**src/rtl/regfile_hazard_ctrl_pkg.sv**
```systemverilog
// rtl/regfile_hazard_ctrl_pkg.sv - shared forward codes and shadow-pipeline stage entry layout
package regfile_hazard_ctrl_pkg;

  localparam int RF_AW = 5;

  localparam logic [1:0] FWD_RF  = 2'b00;
  localparam logic [1:0] FWD_EX  = 2'b01;
  localparam logic [1:0] FWD_MEM = 2'b10;
  localparam logic [1:0] FWD_WB  = 2'b11;

  typedef struct packed {
    logic             valid;
    logic             wreg;
    logic             m2reg;
    logic [RF_AW-1:0] wn;
  } stage_t;

  localparam int STAGE_W = $bits(stage_t);

endpackage

```
**src/rtl/regfile_hazard_ctrl_hazard_fwd_sel.sv**
```systemverilog
// rtl/regfile_hazard_ctrl_hazard_fwd_sel.sv - per-operand match/priority encoder giving fwd code and load-use flag
module hazard_fwd_sel
  import regfile_hazard_ctrl_pkg::*;
(
  input  logic             use_x,
  input  logic [RF_AW-1:0] x,
  input  stage_t           ex,
  input  stage_t           mem,
  input  stage_t           wb,
  output logic [1:0]       fwd,
  output logic             lu
);

  logic live;
  logic ex_hit;
  logic mem_hit;
  logic wb_hit;

  assign live    = use_x & (x != '0);
  assign ex_hit  = live & ex.valid  & ex.wreg  & (ex.wn  == x);
  assign mem_hit = live & mem.valid & mem.wreg & (mem.wn == x);
  assign wb_hit  = live & wb.valid  & wb.wreg  & (wb.wn  == x);

  // A load in EX has no data yet; it blocks older stages and only raises the load-use flag.
  always_comb begin
    fwd = FWD_RF;
    if (ex_hit) begin
      if (!ex.m2reg) fwd = FWD_EX;
    end else if (mem_hit) begin
      fwd = FWD_MEM;
    end else if (wb_hit) begin
      fwd = FWD_WB;
    end
  end

  assign lu = ex_hit & ex.m2reg;

endmodule

```
**src/rtl/regfile_hazard_ctrl.sv**
```systemverilog
// rtl/regfile_hazard_ctrl.sv - EX/MEM/WB shadow pipeline, forwarding selects, load-use/mem-wait stall
// Optional stall_cnt output enabled by REGFILE_HAZARD_STALL_CNT_EN.
module regfile_hazard_ctrl
  import regfile_hazard_ctrl_pkg::*;
#(
  parameter int AW = RF_AW
) (
  input  logic          clk,
  input  logic          rst_n,
  input  logic          id_valid,
  input  logic [AW-1:0] id_rs,
  input  logic [AW-1:0] id_rt,
  input  logic          id_use_rs,
  input  logic          id_use_rt,
  input  logic          id_wreg,
  input  logic [AW-1:0] id_wn,
  input  logic          id_m2reg,
  input  logic          flush,
  input  logic          mem_wait,
  output logic          stall,
  output logic [1:0]    fwda,
  output logic [1:0]    fwdb,
  output logic          rf_we,
  output logic [AW-1:0] rf_wn
`ifdef REGFILE_HAZARD_STALL_CNT_EN
  ,
  output logic [31:0]   stall_cnt
`endif
);

  stage_t ex_q;
  stage_t mem_q;
  stage_t wb_q;
  stage_t id_entry;
  logic   kill_pend;
  logic   lu_a;
  logic   lu_b;
  logic   lu_hazard;

  hazard_fwd_sel u_sel_rs (
    .use_x (id_use_rs),
    .x     (id_rs),
    .ex    (ex_q),
    .mem   (mem_q),
    .wb    (wb_q),
    .fwd   (fwda),
    .lu    (lu_a)
  );

  hazard_fwd_sel u_sel_rt (
    .use_x (id_use_rt),
    .x     (id_rt),
    .ex    (ex_q),
    .mem   (mem_q),
    .wb    (wb_q),
    .fwd   (fwdb),
    .lu    (lu_b)
  );

  assign lu_hazard = id_valid & ~flush & ~kill_pend & (lu_a | lu_b);
  assign stall     = lu_hazard | mem_wait;

  assign id_entry = '{valid: id_valid & ~flush & ~kill_pend,
                      wreg:  id_wreg,
                      m2reg: id_m2reg,
                      wn:    id_wn};

  always_ff @(posedge clk or negedge rst_n) begin
    if (!rst_n) begin
      ex_q      <= '0;
      mem_q     <= '0;
      wb_q      <= '0;
      kill_pend <= 1'b0;
    end else if (mem_wait) begin
      // MEM cannot retire, so WB sees bubbles; a flush now must still kill the held ID slot later.
      wb_q <= '0;
      if (flush) kill_pend <= 1'b1;
    end else if (lu_hazard) begin
      ex_q  <= '0;
      mem_q <= ex_q;
      wb_q  <= mem_q;
    end else begin
      ex_q      <= id_entry;
      mem_q     <= ex_q;
      wb_q      <= mem_q;
      kill_pend <= 1'b0;
    end
  end

  assign rf_we = wb_q.valid & wb_q.wreg & (wb_q.wn != '0);
  assign rf_wn = wb_q.wn;

`ifdef REGFILE_HAZARD_STALL_CNT_EN
  always_ff @(posedge clk or negedge rst_n) begin
    if (!rst_n) begin
      stall_cnt <= '0;
    end else if (stall && (stall_cnt != 32'hFFFF_FFFF)) begin
      stall_cnt <= stall_cnt + 32'd1;
    end
  end
`endif

endmodule

```
**config.mk**
```make
export PLATFORM = sky130hd
export DESIGN_NAME = regfile_hazard_ctrl
export DESIGN_NICKNAME = d
export VERILOG_FILES = /design/src/rtl/regfile_hazard_ctrl_pkg.sv /design/src/rtl/regfile_hazard_ctrl_hazard_fwd_sel.sv /design/src/rtl/regfile_hazard_ctrl.sv
export SDC_FILE = /design/constraint.sdc
export NUM_CORES = 1
export LEC_CHECK = 0
export CORE_MARGIN = 3
export CORE_UTILIZATION = 45
export DETAILED_ROUTE_END_ITERATION = 16
export PLACE_DENSITY = 0.75
export SLEW_MARGIN = 5
export SYNTH_ARGS = -nofsm -noshare
export SYNTH_HDL_FRONTEND = slang
export SYNTH_HIERARCHICAL = 1
export SYNTH_SLANG_ARGS = --single-unit
```
**constraint.sdc**
```tcl
create_clock -name clk -period 1.6 [get_ports clk]
set_clock_uncertainty 0.1 [all_clocks]
set_input_delay 0.16 -clock clk [delete_from_list [all_inputs] [get_ports clk]]
set_output_delay 0.16 -clock clk [all_outputs]
set_load 0.03 [all_outputs]
```
==> results of run 1 <==
worst max path at each step:
stage / from / end / slack, ns / depth (start not counted)
after floorplan: ex_q[3] / stall / -0.21 / 6
after global placement: id_rt[3] / stall / -1.18 / 7
after detailed placement: id_rt[3] / stall / -1.18 / 7
after CTS: id_rt[1] / stall / -0.70 / 9
after global routing: ex_q[3] / stall / -0.85 / 7
final: ex_q[3] / fwdb[0] / -0.72 / 6
area by class of cell:
class                   instances  area [µm²]
clock inverters                 1       7.507
clock buffers                   3       22.52
well taps                      44       55.05
inverters                       2       7.507
multi-input cells              97       945.9
fillers                       221       720.7
flip-flops and latches         23       578.1
repair buffers                 88       740.7
per-layer routing:
| layer | wire (µm) | global-route usage | part of all wire | vias to the layer above |
|---|---|---|---|---|
| li1 | - | - | - | 620 |
| met1 | 1791 | 0.2898 | 0.42 | 639 |
| met2 | 2119 | 0.3900 | 0.50 | 53 |
| met3 | 252 | 0.03777 | 0.060 | 6 |
| met4 | 73 | 0.06612 | 0.017 | 0 |
| met5 | 0 | 0 | 0 | - |
where the power goes:
group / internal (µW) / switching, µW / total [µW]
clock: 95.5 / 190 / 285
sequential: 645 / 60.1 / 705
combinational: 347 / 279 / 626
cells in the final DEF (no fill, tap or decap), drive strengths merged, types with 2 or more instances in the layout:
cell,instances
dlygate4sd2,7
buf,60
nor2,4
nand3b,2
xnor2,22
xor2,8
o21a,3
clkdlybuf4s50,21
inv,2
nor4,2
nor3,3
mux2,7
nand3,4
mux2i,7
or4,2
nand4,6
nor2b,7
a21oi,7
clkbuf,3
a41oi,2
o31ai,2
dfrtp,23
o21ai,2
metrics by stage:
| stage | hold slack, ns | setup TNS, ns | total power [µW] | setup slack (ns) | std cells |
|---|---|---|---|---|---|
| after floorplan | -0.2356 | -1.884 | 1003 | -0.2095 | 130 |
| after global placement | 0.3862 | -8.601 | 1290 | -1.185 | 251 |
| after detailed placement | 0.3966 | -9.390 | 1307 | -1.183 | 251 |
| after CTS | 0.07978 | -6.005 | 1608 | -0.7043 | 257 |
| after global routing | 0.07654 | -7.642 | 1706 | -0.8503 | 258 |
| final | 0.07015 | -6.261 | 1616 | -0.7204 | 258 |
critical path, delay by kind of cell, from the launching register on:
| kind | cells | cell delay [ns] |
|---|---|---|
| simple gates | 2 | 0.53 |
| flops | 1 | 0.47 |
| buf+inv | 2 | 0.35 |
| compound gates | 1 | 0.21 |
| xor+xnor | 1 | 0.18 |
state kept, by name (all words and copies together) (netlist names):
signal	count
ex_q	8
kill_pend	1
mem_q	7
rf_wn	5
wb_q	2
what timing repair did:
item	4_1_cts	5_1_grt
pin swaps	16	2
setup endpoints to repair	19	14
buffers inserted	4	1
gates resized for setup	46	2
==> results by group, run 1 <==
Run
  – Maxcap violations: 0

Global routing
  – Remaining global-route overflow: 0
  – First-pass GRT wire length: 6858 µm
  – Initial antenna violation count: 0
  – Total GRT Usage: 0.2265
  – Vias in the first global route: between 1000 and 1500
  – Pin count of the biggest net entering global routing: 26

Timing
  – Worst slew margin: 0.7843
  – Unrepaired setup endpoints after global routing: true
  – Final Slew Violations: 0
  – Crit share post-route: 1.450
  – Crit path time final: between 2 and 2.5 ns
  – Measured slew at the worst slew-check pin: 0.3236 ns
  – Max Clk Rate: between 400 and 500 MHz
  – Final WS setup: -0.7204 ns
  – Endpoints failing setup: 14
  – Final Hold Viols: 0

Hold path
  – HP Class: in -> async

Clocking
  – H-tree levels: 1
  – Worst-Skew Late Latency: 0.32 ns
  – Cts bufs inserted: 3
  – Hold buffer count at cts: 0
  – Clock sink count: 23
  – TritonCTS clock tree: yes
  – Reg clk slew, reported paths: 0.14 ns
  – CTS max path bufs: 2
  – Clk root buf: clkbuf_4

Setup path
  – Worst R2R Path Depth: 7
  – Critical Path AT: 2.06 ns
  – CP startpoint kind: flip-flop
  – Max incr delay on CP: 0.47 ns
  – R2r startpoint: ex_q[3]
  – Critical path class: reg -> out
  – Worst reg2reg endpoint: ex_q[5]
  – Crit Path Max Fanout: 3
  – Slowest CP cell: dfrtp_2
  – Crit path cell chain: xor2_2 -> nor4_4 -> nand4_1 -> buf_4 -> o31ai_4 -> buf_6
  – Worst EP required: 1.34 ns
  – Worst Setup End Kind: primary output
  – Reg2reg setup slack: -0.38 ns

Logic synthesis
  – Yosys warnings: 6
  – Mapped cell area: 1455 µm²
  – Cell count after synthesis: 130
  – Syn_nets: 154
  – Syn Area/Cell: about 11 µm²

Routing
  – Via count: approximately 1300
  – Residual DRC: 0
  – Detail-routed via count per cell: a little over 5
  – DR WL/cell: 16.41 µm
  – Detail Route Antenna Nets: 0
  – Iteration-0 DRC Markers: 55
  – Detailed Routing Iterations Pass 1: 5
  – Total wire length: around 4200 µm

Floorplanning
  – Die area: 3952 µm²
  – IO Count: 35
  – Die Wd: 62.87 µm
  – Die H: 62.87 µm
  – Initial Util: 0.4728
  – Site Rows: 20
  – Core area: approximately 3000 µm²

Pwr
  – Power density over the cells: approximately 700 nW/µm²
  – VDD IR max: 0.5378 mV
  – Pleak: roughly 0.0010 µW

Placed design
  – IO Port Bufs: 34
  – Cell Area, Placed: 2206 µm²
  – Detailed Place HPWL: 3111 µm
  – GPL Wtd Cong: 0.8860

Status
  – Outcome: finished, violations left
  – Violated checks: setup timing

Finish
  – Final net count: 239
  – Syn-to-layout area delta: 61.99%
  – Ant. Diodes: 0
  – Final instance area: about 2400 µm²
  – Layout cells sized above 1: 0.4720
  – Post-layout utilization of the core: 0.7659
Power figures use the tool's default switching activity.
==> inputs of run 2 (changes only) <==
Settings changed: CORE_UTILIZATION 45 to 54, PLACE_DENSITY 0.75 to 0.84.
Clock period 1.6 ns to 2.7 ns, I/O delays scaled along.
==> run 2 against run 1 <==
Effect of this change:
- cell area down 21%
- register-to-register slack better by 1.1 ns
- die area down 15%
- first-iteration DRC count down 36%
- flip-flop and latch count unchanged
- sequential share of layout area up 6.5 points
- the flow now finishes without violations
- combinational power down 61%
- hold slack better by 0.13 ns
- clock-buffer cell count unchanged
- global-route usage down 1.4 points
- cell count down 23%
- critical path depth up 1
- highest routed layer unchanged
==> results by group, run 2 (synthesized netlist as in run 1, its figures left out) <==
Pwr
  – VDD IR max: 0.3112 mV
  – Pleak: 0.0007740 µW
  – Tot Pwr: 836.4 µW
  – Power density over the cells: 450.7 nW/µm²

Placed design
  – Post-Place Setup Slack: between 0.03 and 0.04 ns
  – Inst Count DP: 194
  – GPL Wtd Cong: 0.9676
  – Cell Area, Placed: around 1800 µm²
  – Detailed Place HPWL: between 2000 and 3000 µm
  – IO Port Bufs: 34

Timing
  – Final WS setup: between 0.06 and 0.07 ns
  – Worst slew margin: 0.5458
  – Final Hold Viols: 0
  – Unrepaired setup endpoints after global routing: false
  – Endpoints failing setup: 0
  – Final setup TNS: 0 ns
  – Measured slew at the worst slew-check pin: just under 0.7 ns
  – Final Slew Violations: 0
  – Max Clk Rate: around 380 MHz
  – Crit share post-route: 0.9757
  – Crit path time final: roughly 2.6 ns

Clocking
  – Reg clk slew, reported paths: between 0.1 and 0.15 ns
  – Clk root buf: clkbuf_4
  – Worst-Skew Late Latency: around 0.30 ns
  – Setup Fix Bufs, Post-CTS: 0
  – Clock sink count: 23
  – CTS max path bufs: 2
  – Cts bufs inserted: 3
  – H-tree levels: 1
  – TritonCTS clock tree: yes

Global routing
  – Grt met3 use: 0.02227
  – Initial antenna violation count: 0
  – Global routing's busiest layer: met2
  – Vias in the first global route: 1180
  – Total GRT Usage: 0.2124
  – GR Layer Usage met1: 0.2704
  – First-pass GRT wire length: 5471 µm
  – Remaining global-route overflow: 0
  – Pin count of the biggest net entering global routing: 24
  – GRT met2 Usage: 0.3855

Routing
  – Detail-routed via count per cell: 5.596
  – Residual DRC: 0
  – Iteration-0 DRC Markers: 35
  – DR WL/cell: 16.45 µm
  – Total wire length: around 3300 µm
  – Detail Route Antenna Nets: 0
  – Detailed Routing Iterations Pass 1: 4
  – Via count: 1108

Finish
  – Commonest non-fill, non-tap cells in the layout: clkdlybuf4s50_1, dfrtp_1, xnor2_1
  – Ant. Diodes: 0
  – Layout cells sized above 1: 0.1964
  – Syn-to-layout area delta: 27.52%
  – Final instance area: 1856 µm²
  – Largest reg by FF count: ex_q
  – Most common cell after layout, fill and taps aside: clkdlybuf4s50_1
  – Max reg flops: 8
  – Final net count: 193
  – Post-Layout Cell Count: a little under 200

Setup path
  – Critical path class: in -> out
  – CP startpoint kind: primary input
  – Worst EP required: 2.33 ns
  – Critical Path AT: 2.26 ns
  – Crit Path Max Fanout: 3
  – Worst Setup End Kind: primary output

Floorplanning
  – Die area: 3354 µm²
  – IO Count: 35
  – Site Rows: 18
  – Core area: 2522 µm²
  – Die H: 57.91 µm
  – Initial Util: 0.5769
  – Die Wd: just under 60 µm

Status
  – Outcome: complete, no violations

Hold path
  – HP Class: in -> async

Run
  – Maxcap violations: 0
run 2: path summary, 6_finish.rpt:
path / end / depth (start not counted) / slack [ns] / startpoint
max reg2reg: ex_q[6] / 6 / 0.67 / ex_q[3]
min: ex_q[0] / 2 / 0.20 / rst_n
max: stall / 7 / 0.07 / id_rt[0]
min reg2reg: kill_pend / 1 / 0.42 / kill_pend
min in group clk: kill_pend / 1 / 0.42 / kill_pend
max in group asynchronous: mem_q[2] / 2 / 2.07 / rst_n
run 2: repair_timing:
| action | CTS | global route |
|---|---|---|
| endpoints found under the hold margin | 0 | 0 |
| resized for setup | 0 | 3 |
| hold buffers | 0 | 0 |
| endpoints found under the setup margin | 0 | 3 |
run 2: critical path, cell delays in order:
cell and delay, ns:
clkdlybuf4s50_1 0.51, or4_4 0.53, o21ai_2 0.21, nor3_1 0.11
or2_2 0.30, a21o_1 0.18, buf_4 0.16
run 2: where the power goes:
part / internal (µW) / switching (µW) / total, µW / leakage [µW]
registers: 381 / 52.7 / 434 / 0.000283
clock network: 55.1 / 102 / 157 / 0.0000177
logic: 134 / 112 / 246 / 0.000474
run 2: stage by stage:
stage               hold slack (ns)    util
floorplan                   -0.1256       -
global placement             0.3860  0.7217
detailed placement           0.3971  0.7217
CTS                          0.2019  0.7326
global route                 0.2156  0.7356
finish                       0.2006  0.7356
run 2: area by class of cell:
class	count	area, µm²
multi-input cells	97	807.0
fillers	193	666.9
flip-flops and latches	23	575.6
repair buffers	42	400.4
well taps	30	37.54
clock buffers	3	22.52
inverters	2	7.507
clock inverters	1	5.005
run 2: routing by layer:
layer,wire (µm),up-vias,share of wire
met4,54,0,0.017
met5,0,-,0
met1,1360,522,0.42
met3,230,6,0.071
met2,1612,44,0.49
li1,-,536,-
